--- config.mk ---
export PLATFORM = sky130hd
export DESIGN_NAME = mem_port_arbiter
export DESIGN_NICKNAME = d
export VERILOG_FILES = /design/src/rtl/mem_port_arbiter.sv
export SDC_FILE = /design/constraint.sdc
export NUM_CORES = 1
export LEC_CHECK = 0
export CELL_PAD_IN_SITES_DETAIL_PLACEMENT = 1
export CELL_PAD_IN_SITES_GLOBAL_PLACEMENT = 2
export CORE_MARGIN = 4
export CORE_UTILIZATION = 17
export DETAILED_ROUTE_END_ITERATION = 10
export MAX_ROUTING_LAYER = met4
export PLACE_DENSITY = 0.77
export SETUP_SLACK_MARGIN = 0.1
export SYNTH_ARGS = -nofsm -noshare
export SYNTH_HDL_FRONTEND = slang
export SYNTH_SLANG_ARGS = --single-unit
--- constraint.sdc ---
create_clock -name clk -period 1.8 [get_ports clk]
set_clock_uncertainty 0.15 [all_clocks]
set_input_delay 0.45 -clock clk [delete_from_list [all_inputs] [get_ports clk]]
set_output_delay 0.45 -clock clk [all_outputs]
set_load 0.005 [all_outputs]
--- src/rtl/mem_port_arbiter.sv ---
// Shares one memory port between fetch port A (read-only) and data port B (read/write), B-priority.
// Optional starvation guard for port A is enabled by defining ARB_STARVE_GUARD_EN.
module mem_port_arbiter #(
  parameter int unsigned STARVE_LIMIT = 4
) (
  input  logic        clk,
  input  logic        rst_n,
  input  logic        read_a,
  input  logic [15:0] address_a,
  output logic        resp_a,
  output logic [15:0] rdata_a,
  input  logic        read_b,
  input  logic        write_b,
  input  logic [1:0]  wmask_b,
  input  logic [15:0] address_b,
  input  logic [15:0] wdata_b,
  output logic        resp_b,
  output logic [15:0] rdata_b,
  output logic        pmem_read,
  output logic        pmem_write,
  output logic [1:0]  pmem_wmask,
  output logic [15:0] pmem_address,
  output logic [15:0] pmem_wdata,
  input  logic        pmem_resp,
  input  logic [15:0] pmem_rdata
);

  localparam int unsigned AW = 16;
  localparam int unsigned DW = 16;
  localparam int unsigned MW = 2;
  localparam int unsigned CW = 4;

  if (STARVE_LIMIT < 1 || STARVE_LIMIT > 15) begin : g_bad_limit
    $error("mem_port_arbiter: STARVE_LIMIT must be in 1..15");
  end

  typedef enum logic [1:0] {
    S_IDLE,
    S_BUSY_A,
    S_BUSY_B,
    S_DONE
  } state_t;

  state_t        r_state;
  state_t        w_state_nxt;
  logic          r_pmem_read;
  logic          r_pmem_write;
  logic [MW-1:0] r_pmem_wmask;
  logic [AW-1:0] r_pmem_address;
  logic [DW-1:0] r_pmem_wdata;
  logic          w_pmem_read_nxt;
  logic          w_pmem_write_nxt;
  logic [MW-1:0] w_pmem_wmask_nxt;
  logic [AW-1:0] w_pmem_address_nxt;
  logic [DW-1:0] w_pmem_wdata_nxt;
  logic          w_req_a;
  logic          w_req_b;
  logic          w_force_a;
  logic          w_grant_a;
  logic          w_grant_b;

  assign w_req_a   = read_a;
  assign w_req_b   = read_b | write_b;
  assign w_grant_b = (r_state == S_IDLE) && w_req_b && !w_force_a;
  assign w_grant_a = (r_state == S_IDLE) && !w_grant_b && w_req_a;

`ifdef ARB_STARVE_GUARD_EN
  logic [CW-1:0] r_starve_cnt;

  assign w_force_a = w_req_a && (r_starve_cnt == CW'(STARVE_LIMIT));

  // Counts B grants that overtook a waiting A; never exceeds STARVE_LIMIT.
  always_ff @(posedge clk or negedge rst_n) begin
    if (!rst_n) begin
      r_starve_cnt <= '0;
    end else if (w_grant_b && w_req_a) begin
      r_starve_cnt <= r_starve_cnt + CW'(1);
    end else if (w_grant_a || w_grant_b) begin
      r_starve_cnt <= '0;
    end
  end
`else
  assign w_force_a = 1'b0;
`endif

  // State and memory-side registers.
  always_ff @(posedge clk or negedge rst_n) begin
    if (!rst_n) begin
      r_state        <= S_IDLE;
      r_pmem_read    <= 1'b0;
      r_pmem_write   <= 1'b0;
      r_pmem_wmask   <= '0;
      r_pmem_address <= '0;
      r_pmem_wdata   <= '0;
    end else begin
      r_state        <= w_state_nxt;
      r_pmem_read    <= w_pmem_read_nxt;
      r_pmem_write   <= w_pmem_write_nxt;
      r_pmem_wmask   <= w_pmem_wmask_nxt;
      r_pmem_address <= w_pmem_address_nxt;
      r_pmem_wdata   <= w_pmem_wdata_nxt;
    end
  end

  // Next state and next memory command; memory fields hold unless granted or completing.
  always_comb begin
    w_state_nxt        = r_state;
    w_pmem_read_nxt    = r_pmem_read;
    w_pmem_write_nxt   = r_pmem_write;
    w_pmem_wmask_nxt   = r_pmem_wmask;
    w_pmem_address_nxt = r_pmem_address;
    w_pmem_wdata_nxt   = r_pmem_wdata;
    unique case (r_state)
      S_IDLE: begin
        if (w_grant_b) begin
          // A simultaneous read+write on B is resolved as a write.
          w_state_nxt        = S_BUSY_B;
          w_pmem_read_nxt    = !write_b;
          w_pmem_write_nxt   = write_b;
          w_pmem_wmask_nxt   = wmask_b;
          w_pmem_address_nxt = address_b;
          w_pmem_wdata_nxt   = wdata_b;
        end else if (w_grant_a) begin
          w_state_nxt        = S_BUSY_A;
          w_pmem_read_nxt    = 1'b1;
          w_pmem_write_nxt   = 1'b0;
          w_pmem_wmask_nxt   = '0;
          w_pmem_address_nxt = address_a;
          w_pmem_wdata_nxt   = '0;
        end
      end
      S_BUSY_A, S_BUSY_B: begin
        if (pmem_resp) begin
          w_state_nxt      = S_DONE;
          w_pmem_read_nxt  = 1'b0;
          w_pmem_write_nxt = 1'b0;
        end
      end
      S_DONE: begin
        w_state_nxt = S_IDLE;
      end
      default: begin
        w_state_nxt = S_IDLE;
      end
    endcase
  end

  assign resp_a  = (r_state == S_BUSY_A) && pmem_resp;
  assign resp_b  = (r_state == S_BUSY_B) && pmem_resp;
  assign rdata_a = resp_a ? pmem_rdata : '0;
  assign rdata_b = resp_b ? pmem_rdata : '0;

  assign pmem_read    = r_pmem_read;
  assign pmem_write   = r_pmem_write;
  assign pmem_wmask   = r_pmem_wmask;
  assign pmem_address = r_pmem_address;
  assign pmem_wdata   = r_pmem_wdata;

endmodule

# Yosys cells after proc, flatten, opt, wreduce, memory -nomap -nowiden
# Index checks and enable logic that the tools add are counted.
dict set report totals {
  regBits 38
  in_bits 72
}
dict set report classes {
  eq_ne 5
  muxes 19
  bitwise_logic 1
  n_reduce_logical 14
}
# op count
set ops {}
lappend ops {{16-bit two-way mux} 6}
lappend ops {{2-bit two-way mux} 5}
lappend ops {{2-bit one-hot mux with 3 select lines} 1}
lappend ops {{1-bit logical AND} 5}
lappend ops {{1-bit two-way mux} 5}
lappend ops {{2-bit equality test, second input constant} 2}
lappend ops {{1-bit one-hot mux with 2 select lines} 2}
lappend ops {{2-bit AND reduction} 2}
lappend ops {{2-bit nonzero test} 2}
lappend ops {{3-bit != test, second input constant} 1}
lappend ops {{3-bit AND reduction} 1}
lappend ops {{2-bit by 1-bit equality test with 1-bit output, second input constant} 1}
lappend ops {{1-bit logical NOT} 2}
lappend ops {{2-bit logical NOT} 1}
lappend ops {{2-bit != test, second input constant} 1}
lappend ops {{2-bit OR reduction} 1}
lappend ops {{1-bit bitwise OR} 1}

# Depth between registers and ports, before layout
dict set report logic_depth {
  ltp_word 8
  depth_mapped 6
  mapped_depth_nobuf 5
}

# Worst setup path after synthesis
# Ideal clock, no wire load.
dict set report synth_timing {
  kind {reg-to-output}
  startpoint {reg r_state[0]}
  endpoint {out rdata_b[10]}
  arrival_ns 1.062
  t_required_ns 1.200
  slack_ns 0.138
  path_stages_with_launch 5
  path_cell_list {dfrtp_1 -> inv_1 -> ha_1 -> clkbuf_1 -> and3_1}
}
dict set report synth_between {
  elab_chain_len 3
}
# item line_no
set synth_rtl {}
lappend synth_rtl {{start: declaration} 44} ;# state_t r_state;
lappend synth_rtl {{start signal: assignment} 96} ;# r_state <= w_state_nxt;
lappend synth_rtl {{2-bit equality test} 149} ;# assign resp_b = (r_state == S_BUSY_B) && pmem_resp;
lappend synth_rtl {{1-bit logical AND} 149}
lappend synth_rtl {{16-bit two-way mux} 151} ;# assign rdata_b = resp_b ? pmem_rdata : '0;
lappend synth_rtl {{end: declaration} 18} ;# output logic [15:0] rdata_b,
# No other way between the ends.

# Final worst setup path
dict set report layout_timing {
  startpoint {reg r_state[1]}
  endpoint {out rdata_b[15]}
}
# The elaborated chain is that of the path after synthesis.

==> impl_metrics.json <==
{
  "status": "complete, but fails checks",
  "failed_checks": "negative setup slack",
  "syn-num-nets": 254,
  "syn_area_um2": 1920,
  "post-place-ws_ps": -629,
  "finalCritPeriodShare_pct": 116,
  "ys_types": 25,
  "area_delta_synth_final_pct": 119,
  "fin_ws_ps": -284,
  "hold_path_depth": 1,
  "clk_pin_slew_ps": 60,
  "antenna_found_initial": 0,
  "clockBufferDepth": 2,
  "port_buffers": 141,
  "ff2ff_setup_slack_ps": 150,
  "syn_avg_cell_area_um2": 10.8,
  "cts_root_buf": "clkbuf_16",
  "setup_violations": 34,
  "finalHoldViolCount": 0,
  "worst_pin_slew_ps": 416,
  "grt_overflow": 0,
  "io_pins": 142,
  "fin_crit_ps": 2080,
  "min_path_type": "reg -> reg",
  "yosysSeqAreaShare_pct": 49.4,
  "track_usage_pct": 12.1,
  "first_pass_iters": 3,
  "antenna_left": 0,
  "holdWs_ps": 349,
  "ys_seq_elements": 38,
  "crit_type": "reg -> out",
  "synthCells": 178,
  "routed_via_density": 4.35,
  "drc_errors": 0,
  "cts_max_level": 2,
  "hold_end": "pmem_wdata[15]$_DFFE_PN0P_",
  "grt_max_degree": 24,
  "max_freq_mhz": 480,
  "cts_buffers": 5,
  "routed_wl_mm": 8.22,
  "worstReg2RegEnd": "r_state[1]$_DFFE_PN0P_",
  "end_kind": "output port",
  "ir_drop_v": 0.000550,
  "die_y_um": 114,
  "worst_ep_required_time_ps": 1200,
  "diodes": 0,
  "mostFrequentLayoutCells": "clkdlybuf4s50_1, dlygate4sd2_1, buf_6",
  "final.setup.tns_ps": -6740,
  "p_per_area_nw_per_um2": 1350,
  "fin_nets": 421,
  "coreArea_um2": 10900,
  "layout_commonest_cell": "clkdlybuf4s50_1",
  "finalMaxSlewViolations": 0,
  "drive_gt1_share_pct": 38.4,
  "ys_warn_count": 0,
  "rr_startpoint": "r_state[0]$_DFFE_PN0P_",
  "core.rowCount": 38,
  "grt_pass1_wl_mm": 12.2,
  "drt-initial-drc-count": 51,
  "startpoint_type": "flip-flop",
  "clock_sinks": 38,
  "p_leak_nw": 1.85,
  "vias": 2114,
  "grt_pass1_vias": 2232,
  "die_area_um2": 13100,
  "r2r.worst_path.cells": 6,
  "filler_cell_count": 1215,
  "insertion_delay_ps": 270,
  "cts_tree": "built",
  "gp_congestion": 0.734,
  "maxCapViolCount": 0,
  "wl_per_cell_um": 16.9,
  "cp_max_fo": 4,
  "slew_headroom_pct": 72.3,
  "hpwlAfterDp_mm": 5.75,
  "hp-start": "pmem_wdata[15]$_DFFE_PN0P_",
  "grt_setup_unrepaired": "true",
  "die_x_um": 114,
  "critPathArrivalTime_ps": 1480,
  "initial_utilization_pct": 17.6
}
[flip-flops by register name (all words and copies together) (netlist names)]
name,flops
pmem_address,16
pmem_wmask,2
pmem_write,1
pmem_read,1
r_state,2
pmem_wdata,16
[cell usage after synthesis]
cell type / n / area [um2]
dfrtp_1: 38 / 951
and3_1: 32 / 200
a22o_1: 19 / 166
nor2_1: 18 / 67.6
a21oi_1: 17 / 85.1
o22ai_2: 10 / 125
clkbuf_1: 8 / 30.0
o22ai_1: 6 / 37.5
ha_1: 4 / 50.1
mux2i_1: 4 / 40.0
inv_1: 3 / 11.3
and2_1: 2 / 12.5
buf_2: 2 / 10.0
buf_4: 2 / 15.0
buf_6: 2 / 22.5
o2bb2ai_1: 2 / 17.5
a22oi_1: 1 / 7.51
buf_8: 1 / 15.0
mux2_2: 1 / 11.3
nand2b_1: 1 / 6.26
nor3_1: 1 / 5.00
o21a_1: 1 / 7.51
o21ba_2: 1 / 10.0
o31a_2: 1 / 10.0
or3b_1: 1 / 8.76
[logic make-up (layout without fill, tap and decap cells)]
logic type,Yosys count,in the layout,share of synthesized area [%]
mux,5,5,2.67
simple gates,55,55,15.6
buf+inv,18,186,5.40
flops,38,38,49.4
compound gates,58,58,24.3
fa+ha+maj,4,4,2.60
[layer usage]
| layer | wire length [um] | global-route usage, % | vias to the layer above |
|---|---|---|---|
| met3 | 334 | 2.22 | 8 |
| met2 | 4480 | 21.1 | 64 |
| met4 | 140 | 3.56 | 0 |
| li1 | - | - | 999 |
| met1 | 3270 | 14.1 | 1043 |
| met5 | 0 | - | - |
[report_power, final]
| part | switching, mW | internal (mW) |
|---|---|---|
| registers | 0.205 | 1.26 |
| logic | 1.30 | 1.94 |
| clock network | 0.346 | 0.648 |
| total | 1.85 | 3.84 |
[repair_timing]
item                       in CTS  in global routing
buffers inserted                5                  4
hold buffers                    1                  0
cloned                          4                  0
pin swaps                       2                  3
resized for setup             217                 53
hold endpoints to repair       15                  0
setup endpoints to repair     106                 58
[how the worst max path moves through the flow]
stage	slack, ps	cells past startpoint	startpoint	end
floorplan	140	4	r_state[0]$_DFFE_PN0P_	rdata_b[10]
global placement	-600	4	pmem_resp	rdata_a[15]
detailed placement	-630	4	pmem_resp	rdata_a[15]
CTS	-310	5	r_state[1]$_DFFE_PN0P_	rdata_b[15]
global route	-330	6	r_state[1]$_DFFE_PN0P_	rdata_b[10]
finish	-280	6	r_state[1]$_DFFE_PN0P_	rdata_b[15]
[final cells by class]
class	instances	area [um2]	area share, %
clock buffer	5	125	2.97
clock inverter	3	40.0	0.950
timing repair buffer	175	1820	43.1
multi-input combinational	122	1090	25.9
inverter	3	13.8	0.327
sequential	38	952	22.6
tap	140	175	4.16
[per-stage QoR]
step	utilization, %	instance area [um2]	cells	power (mW)
CTS	36.2	3960	485	5.48
global route	38.5	4210	486	6.10
floorplan	-	1920	178	2.56
finish	38.5	4210	486	5.69
global placement	33.4	3650	467	4.18
detailed placement	33.4	3650	467	4.25
[worst max-delay path: stages, from the launching register on]
cell	delay, ps
dfrtp_1	390
buf_6	130
ha_4	180
buf_12	130
buf_16	120
and3_4	140
buf_6	110
No activity file was read; power rests on OpenSTA's default activity.
==> RTL edit (same flow settings) <==
Encoding of `state_t`: now one-hot (4 bits for 4 states).
--- a/src/rtl/mem_port_arbiter.sv
+++ b/src/rtl/mem_port_arbiter.sv
@@ -36,7 +36,7 @@
 
-  typedef enum logic [1:0] {
-    S_IDLE,
-    S_BUSY_A,
-    S_BUSY_B,
-    S_DONE
+  typedef enum logic [3:0] {
+    S_IDLE   = 4'b0001,
+    S_BUSY_A = 4'b0010,
+    S_BUSY_B = 4'b0100,
+    S_DONE   = 4'b1000
   } state_t;
Check against the original RTL: no difference found for any inputs over 10 cycles, from zero or initial values and one cycle with rst_n low; not proved beyond that.
==> RTL edit against the unedited design <==
The run still ends with setup timing left. Sequential share of layout area shrank 1.4 points. Routed wire length grew 14%. Global-route usage grew 1.5 points. Worst setup slack lost 0.26 ns. First-iteration DRC count shrank 5.9%. Sequential cell count grew 2. Critical path depth grew 3. Synthesized area grew 2.4%. Total power grew 12%. Design area grew 12%. Sequential power grew 12%. Critical endpoint is now rdata_b[0]. Highest routed layer unchanged.
==> RTL edit: results (changes against the unedited design) <==
metric;value;unit;change
compound-gate portion of the synthesized area;0.247;;+0.00383
Synth top cells by count;39 x dfrtp_1, 32 x and2_1, 18 x a22o_1;;
Final Setup Violations;70;;+110%
Total Die Area;13400;um2;+2.2%
Synth area leaders;dfrtp_1 50%, and2_1 10%, a22o_1 8.0%;;
pre-CTS setup slack;-0.893;ns;-0.264 ns
worst r2r path cells;7;;+1
crit path to;rdata_b[0];;
top-count cell post-synth;dfrtp_1;;
syn nets;243;;-4.3%
XOR/XNOR Fraction of Synth Area;0.00445;;+0.00445
Hold Buf Count CTS;1;;unchanged
clock network contribution to total cell area;0.0291;;-0.0101
Netlist cell types;36;;+44%
share of cells above drive strength 1;0.468;;+0.0835
final wirelength;9360;um;+14%
clock buf count;5;;unchanged
status;complete, but fails checks;;
Resized Gates After CTS;259;;+19%
mux cell area share after synthesis;0;;-0.0267
via count;2257;;+6.8%
Min Hold Slack;0.344;ns;-0.00552 ns
setup TNS;-23.75;ns;-17.00 ns
Signal buf overhead;0.456;;+0.0253
placed cell count;469;;+0.43%
# Post-CTS Setup Buffers;24;;+19
first drt pass iteration count;4;;+1
multi-input combinational area share;0.263;;+0.00362
failing checks;setup timing;;
DR iter-0 viols;48;;-5.9%
Cell Area, Placed;3720;um2;+2.1%
total leakage power;0.00215;uW;+16%
pin count of the biggest net entering global routing;41;;+71%
worst hold stages;1;;unchanged
GRT Overall Usage;0.136;;+0.0154
drt wl/cell;18.1;um;+7.1%
synthesized flop and latch total;40;;+5.3%
Synth Area per Inst;11.5;um2;+6.6%
crit path DAT;1.74;ns;+0.26 ns
post-synthesis adder-cell area fraction;0;;-0.0260
first-pass GRT wire length;13800;um;+13%
worst-margin pin slew;0.440;ns;+0.0234 ns
R2R Path End;pmem_wdata[7];;
worst r2r src;r_state[2];;
Reg2Reg Setup Slack;-0.28;ns;-0.43 ns
area of the multi-input gates;1240;um2;+14%
post-synthesis sequential area ratio;0.509;;+0.0144
number of global-route vias before repair;2622;;+17%
comb_multi_in;118;;-3.3%
final net count;446;;+5.9%
nonclk buf count;206;;+18%
FILL cells;1245;;+2.5%
final setup margin;-0.541;ns;-0.257 ns
GPL Wtd Cong;0.728;;-0.91%
initial antenna violation count;0;;unchanged
Max Fanout on Critical Path;3;;-1
VDD IR max;0.000561;V;+1.9%
Seq area share;0.212;;-0.0142
detailed placement HPWL;5770;um;+0.28%
## RTL edit: cell types whose count changed in the layout (fill, tap and decap cells not counted), sizes merged, moves of 5 or more
cell and delta:
a21oi -17, a22oi +15, and2 +30, and3 -32
buf +27, clkbuf +5, nor2 -11, o21ai +5
o22ai -16, o2bb2ai +14
## RTL edit: worst min-delay path by stage
stage                          start                to
global placement               rst_n     pmem_wdata[3]
CTS                 pmem_address[15]  pmem_address[15]
detailed placement             rst_n     pmem_wdata[3]
finish                 pmem_wdata[7]     pmem_wdata[7]
global route        pmem_address[13]  pmem_address[13]
floorplan                      rst_n   pmem_address[0]
## RTL edit: where the power goes
group          switching (uW)  total (uW)  internal (uW)
clock network             367         870            504
registers                 292        1630           1330
logic                    1560        3900           2340
## RTL edit: layer usage
layer	wire [um]	global-route usage	share of wire
met1	3900	0.159	0.42
met2	4800	0.235	0.51
met3	590	0.0360	0.063
met4	77	0.0294	0.0082
met5	0	-	0
